`config.mk`:
```
export PLATFORM = sky130hd
export DESIGN_NAME = dccm_port_arbiter
export DESIGN_NICKNAME = d
export VERILOG_FILES = /design/src/rtl/rv32_x_ccm_pkg.sv /design/src/rtl/dccm_arb_wait_ctr.sv /design/src/rtl/dccm_port_arbiter.sv
export SDC_FILE = /design/constraint.sdc
export NUM_CORES = 1
export LEC_CHECK = 0
export ABC_AREA = 1
export BUFFER_PORTS_ARGS = -buffer_cell sky130_fd_sc_hd__buf_2
export CAP_MARGIN = 10
export CORE_AREA = 2 2 98 100
export CTS_BUF_LIST = sky130_fd_sc_hd__clkbuf_4 sky130_fd_sc_hd__clkbuf_8
export DETAILED_ROUTE_END_ITERATION = 16
export DIE_AREA = 0 0 100 102
export MAX_ROUTING_LAYER = met4
export PLACE_DENSITY = 0.48
export SYNTH_ARGS = -nofsm -noshare
export SYNTH_HDL_FRONTEND = slang
export SYNTH_SLANG_ARGS = --single-unit
export TNS_END_PERCENT = 100
```
`constraint.sdc`:
```
create_clock -name clk -period 0.9 [get_ports clk]
set_input_delay 0 -clock clk [delete_from_list [all_inputs] [get_ports clk]]
set_output_delay 0 -clock clk [all_outputs]
set_load 0.03 [all_outputs]
```
`src/rtl/rv32_x_ccm_pkg.sv`:
```
// Shared types for the closely-coupled memory ports: owner tags, request bundle and data width.
package rv32_x_ccm_pkg;

    localparam int CCM_DW = 32;
    localparam int CCM_SW = CCM_DW / 8;
    localparam int CCM_AW = 12;

    typedef enum logic [1:0] {
        NONE = 2'd0,
        LSU  = 2'd1,
        DMA  = 2'd2
    } ccm_owner_e;

    typedef struct packed {
        logic              we;
        logic [CCM_AW-1:0] addr;
        logic [CCM_DW-1:0] wdata;
        logic [CCM_SW-1:0] wstrb;
    } ccm_req_t;

endpackage

```
`src/rtl/dccm_arb_wait_ctr.sv`:
```
// Saturating count of consecutive DMA refusals; raises force_dma once DMA has waited MAX_WAIT cycles.
module dccm_arb_wait_ctr
    import rv32_x_ccm_pkg::*;
#(
    parameter int MAX_WAIT = 4
) (
    input  logic clk,
    input  logic rst_n,
    input  logic dma_valid,
    input  logic dma_ready,
    input  logic both_valid,
    output logic force_dma
);

    logic [3:0] wait_cnt_r;

    // Count refused DMA cycles, restart whenever DMA is served or drops its request
    always_ff @(posedge clk or negedge rst_n) begin
        if (!rst_n) begin
            wait_cnt_r <= 4'd0;
        end else if (!dma_valid || dma_ready) begin
            wait_cnt_r <= 4'd0;
        end else if (wait_cnt_r != 4'hF) begin
            wait_cnt_r <= wait_cnt_r + 4'd1;
        end else begin
            wait_cnt_r <= wait_cnt_r;
        end
    end

    assign force_dma = both_valid && (wait_cnt_r == 4'(MAX_WAIT));

endmodule

```
`src/rtl/dccm_port_arbiter.sv`:
```
// Single-port DCCM arbiter between LSU (priority) and DMA/debug, with one-cycle read return routing.
// Build macro DCCM_DMA_STARVE_GUARD_EN adds a wait counter that forces a DMA grant after MAX_WAIT refusals.
module dccm_port_arbiter
    import rv32_x_ccm_pkg::*;
#(
    parameter int AW       = CCM_AW,
    parameter int MAX_WAIT = 4
) (
    input  logic              clk,
    input  logic              rst_n,
    input  logic              lsu_req_valid,
    output logic              lsu_req_ready,
    input  logic              lsu_req_we,
    input  logic [AW-1:0]     lsu_req_addr,
    input  logic [CCM_DW-1:0] lsu_req_wdata,
    input  logic [CCM_SW-1:0] lsu_req_wstrb,
    output logic              lsu_rsp_valid,
    output logic [CCM_DW-1:0] lsu_rsp_rdata,
    input  logic              dma_req_valid,
    output logic              dma_req_ready,
    input  logic              dma_req_we,
    input  logic [AW-1:0]     dma_req_addr,
    input  logic [CCM_DW-1:0] dma_req_wdata,
    input  logic [CCM_SW-1:0] dma_req_wstrb,
    output logic              dma_rsp_valid,
    output logic [CCM_DW-1:0] dma_rsp_rdata,
    output logic              dccm_en,
    output logic              dccm_we,
    output logic [AW-1:0]     dccm_addr,
    output logic [CCM_DW-1:0] dccm_wdata,
    output logic [CCM_SW-1:0] dccm_wstrb,
    input  logic [CCM_DW-1:0] dccm_rdata
);

    if (MAX_WAIT < 1 || MAX_WAIT > 15) begin : g_max_wait_range
        $error("dccm_port_arbiter: MAX_WAIT must lie in 1..15");
    end

    ccm_req_t   lsu_req_s;
    ccm_req_t   dma_req_s;
    ccm_req_t   sel_req_s;
    logic       force_dma_s;
    logic       lsu_grant_s;
    logic       dma_grant_s;
    ccm_owner_e rsp_owner_r;

    assign lsu_req_s = '{we: lsu_req_we, addr: CCM_AW'(lsu_req_addr),
                         wdata: lsu_req_wdata, wstrb: lsu_req_wstrb};
    assign dma_req_s = '{we: dma_req_we, addr: CCM_AW'(dma_req_addr),
                         wdata: dma_req_wdata, wstrb: dma_req_wstrb};

`ifdef DCCM_DMA_STARVE_GUARD_EN
    dccm_arb_wait_ctr #(
        .MAX_WAIT   (MAX_WAIT)
    ) u_wait_ctr (
        .clk        (clk),
        .rst_n      (rst_n),
        .dma_valid  (dma_req_valid),
        .dma_ready  (dma_req_ready),
        .both_valid (lsu_req_valid & dma_req_valid),
        .force_dma  (force_dma_s)
    );
`else
    assign force_dma_s = 1'b0;
`endif

    // Grant selection: LSU first unless the starvation guard hands this cycle to DMA
    always_comb begin
        lsu_grant_s = 1'b0;
        dma_grant_s = 1'b0;
        if (!rst_n) begin
            lsu_grant_s = 1'b0;
            dma_grant_s = 1'b0;
        end else if (lsu_req_valid && !force_dma_s) begin
            lsu_grant_s = 1'b1;
        end else if (dma_req_valid) begin
            dma_grant_s = 1'b1;
        end else begin
            lsu_grant_s = 1'b0;
            dma_grant_s = 1'b0;
        end
    end

    assign lsu_req_ready = lsu_grant_s;
    assign dma_req_ready = dma_grant_s;
    assign sel_req_s     = dma_grant_s ? dma_req_s : lsu_req_s;

    assign dccm_en    = lsu_grant_s | dma_grant_s;
    assign dccm_we    = dccm_en & sel_req_s.we;
    assign dccm_addr  = AW'(sel_req_s.addr);
    assign dccm_wdata = sel_req_s.wdata;
    assign dccm_wstrb = sel_req_s.wstrb;

    // Remember who issued this cycle's read so next cycle's SRAM data goes back to them
    always_ff @(posedge clk or negedge rst_n) begin
        if (!rst_n) begin
            rsp_owner_r <= NONE;
        end else if (lsu_grant_s && !lsu_req_we) begin
            rsp_owner_r <= LSU;
        end else if (dma_grant_s && !dma_req_we) begin
            rsp_owner_r <= DMA;
        end else begin
            rsp_owner_r <= NONE;
        end
    end

    // Route returning read data; the non-owner sees zeros
    always_comb begin
        lsu_rsp_valid = 1'b0;
        lsu_rsp_rdata = {CCM_DW{1'b0}};
        dma_rsp_valid = 1'b0;
        dma_rsp_rdata = {CCM_DW{1'b0}};
        case (rsp_owner_r)
            LSU: begin
                lsu_rsp_valid = 1'b1;
                lsu_rsp_rdata = dccm_rdata;
            end
            DMA: begin
                dma_rsp_valid = 1'b1;
                dma_rsp_rdata = dccm_rdata;
            end
            default: begin
                lsu_rsp_valid = 1'b0;
                dma_rsp_valid = 1'b0;
            end
        endcase
    end

endmodule
```
==> impl_metrics.py <==
metrics = {
    "critical_path": {
        "critPathKind": "flop to primary output",
        "timing.critical_path.to_type": "primary output",
        "crit_required_ns": 0.90,
        "crit_buf_inv": 2,
        "slowest_delay_ns": 0.37,
        "crit_path_start_kind": "flop",
        "critPathArrivalTime_ns": 1.35,
        "crit_chain": "or2_4 -> buf_12 -> nor2_4 -> buf_6",
        "critPathMaxFanout": 8,
        "critical_path.top_delay_family": "simple AND/OR/NAND/NOR gates",
        "cpMaxStageDelayCell": "dfrtp_1",
    },
    "detailed_routing": {
        "drc": 0,
        "dr.pass1.iters": 4,
        "vias": 2635,
        "drt_first_iter_violations": 47,
        "ant_nets": 0,
        "routed_wl_um": 8110,
        "wl_per_cell_um": 12.2,
        "viasPerCell": 3.97,
    },
    "synth": {
        "synth_top_family_by_area": "simple AND/OR/NAND/NOR gates",
        "synth-seq-area-share": 0.0437,
        "synth_xor_area_frac": 0,
        "netlist_area_mm2": 0.00114,
        "synth-seq-cells": 2,
        "synthSimpleGateAreaFrac": 0.720,
        "synth_cells": 279,
        "synth_cell_type_count": 13,
        "synth_fa_ha_area_frac": 0,
        "yosys_warnings": 0,
        "synth_compound_area_frac": 0.00437,
        "synth.avg_cell_area_um2": 4.10,
        "synth_fp_nets": 413,
        "synthMuxAreaShare": 0,
    },
    "floorplanning": {
        "dieHeight_um": 102,
        "initial_core_util": 0.126,
        "pin_count": 252,
        "num_rows": 35,
        "die-area_mm2": 0.0102,
        "core_area_mm2": 0.00911,
        "die_width_um": 100,
    },
    "grt": {
        "track_usage": 0.138,
        "grt_pass1_vias": 2505,
        "overflow": 0,
        "antenna_found_initial": 0,
        "grt_max_degree": 35,
        "grt_pass1_wl_um": 11200,
    },
    "cells_and_area": {
        "design.final.nets": 688,
        "drive_gt1_frac": 0.665,
        "utilization": 0.455,
        "reg_top3": "rsp_owner_r x2",
        "top_register": "rsp_owner_r",
        "largest_register_ffs": 2,
        "diodes": 0,
        "area_growth_pct": 262,
        "nFillCells": 886,
        "stdcell_area_mm2": 0.00414,
    },
    "placed_design": {
        "port_buffers": 251,
        "placed_area_mm2": 0.00316,
        "dp_hpwl_um": 6000,
        "preCtsSetupSlack_ns": -0.256,
        "gp_congestion": 0.722,
    },
    "timing": {
        "slew_violations": 0,
        "timing.setup.tns_ns": -25.54,
        "fmax_ghz": 0.741,
        "period_minus_slack_ns": 1.35,
        "slew_headroom": 0.848,
        "setup-violations-final": 66,
        "hold_viol": 0,
        "fin_ws_ns": -0.450,
        "rsz0062_at_grt": "yes",
        "holdWs_ns": 0.132,
        "worstMarginPinSlew_ns": 0.228,
        "min_period_over_period": 1.50,
    },
    "clock_tree": {
        "htree_num_levels": 1,
        "clock_sinks": 2,
        "clk_path_buf_depth": 2,
        "cts_buffers": 3,
        "cts_root_buffer": "clkbuf_8",
        "clk_pin_slew_ns": 0.03,
        "cts_tree": "yes",
    },
    "pwr": {
        "leakagePower_nw": 2.32,
        "max-vdd-ir-drop_mv": 0.234,
        "power_density_mw_per_mm2": 578,
    },
    "hold_path": {
        "hp-class": "primary input to flop",
        "hp-start": "dma_req_we",
        "hold_depth": 5,
        "holdPathEnd": "rsp_owner_r[1]$_DFF_PN0_",
    },
    "outcome": {
        "status": "complete, but fails checks",
        "violations": "setup timing",
    },
    "job": {
        "cap_violations": 0,
    },
}
[metrics by stage]
step / cells / total power [mW]
finish: 663 / 2.39
global route: 663 / 2.55
CTS: 657 / 2.29
detailed placement: 645 / 1.69
global placement: 645 / 1.69
floorplan: 279 / 1.08
[power breakdown]
| part | leakage, nW | switching, mW | internal (mW) | total [mW] |
|---|---|---|---|---|
| combinational | 2.27 | 1.11 | 0.838 | 1.95 |
| clock | 0.0216 | 0.0673 | 0.283 | 0.350 |
| sequential | 0.0272 | 0.00151 | 0.0936 | 0.0951 |
[final cells by class]
| type | instances | area, µm² | area share |
|---|---|---|---|
| repair buffers | 286 | 2370 | 0.573 |
| well taps | 111 | 139 | 0.0335 |
| flip-flops and latches | 2 | 50.0 | 0.0121 |
| inverters | 41 | 161 | 0.0389 |
| clock buffers | 3 | 41.3 | 0.00996 |
| multi-input cells | 220 | 1380 | 0.333 |
[how the worst max path moves through the flow]
stage | from | end | slack (ns) | cells past startpoint
after CTS | rsp_owner_r[0]$_DFF_PN0_ | lsu_rsp_rdata[14] | -0.44 | 5
after global placement | rsp_owner_r[1]$_DFF_PN0_ | dma_rsp_rdata[12] | -0.25 | 5
after global routing | rsp_owner_r[1]$_DFF_PN0_ | dma_rsp_valid | -0.49 | 5
final | rsp_owner_r[0]$_DFF_PN0_ | dma_rsp_rdata[27] | -0.45 | 4
after detailed placement | rsp_owner_r[0]$_DFF_PN0_ | dma_rsp_rdata[12] | -0.26 | 4
after floorplan | rsp_owner_r[1]$_DFF_PN0_ | dma_rsp_rdata[10] | -0.16 | 5
[cell usage after synthesis, drive strengths merged]
library cell | number | share of area
nand3 | 1 | 0.0044
inv | 41 | 0.13
o21ai | 1 | 0.0044
dfrtp | 2 | 0.044
nor2 | 66 | 0.22
clkbuf | 3 | 0.0098
nand2 | 150 | 0.49
or2 | 1 | 0.0055
buf | 14 | 0.087
[repair_timing]
item	4_1_cts	5_1_grt
buffers inserted	4	3
pin swaps	5	8
hold buffers	2	0
endpoints found under the setup margin	99	95
hold endpoints to repair	3	0
cloned	3	4
gates resized for setup	139	113
[cells in the final DEF (no fill, tap or decap), drive strengths merged]
cell,count
buf,279
clkbuf,8
clkinvlp,2
dfrtp,2
dlygate4sd3,2
inv,39
nand2,151
nand3,1
nor2,66
o21ai,1
or2,1
[layer usage]
layer  up-vias  routed length [µm]  GRT usage
li1       1340                   -          -
met4         0                 199     0.0537
met5         -                   0          -
met2       159                4490      0.264
met3        14                 634     0.0178
met1      1122                2790      0.145
[cell families after synthesis]
kind of cell	Yosys count
buf+inv	58
compound gates	1
flops	2
simple gates	218
Power figures use the tool's default switching activity.
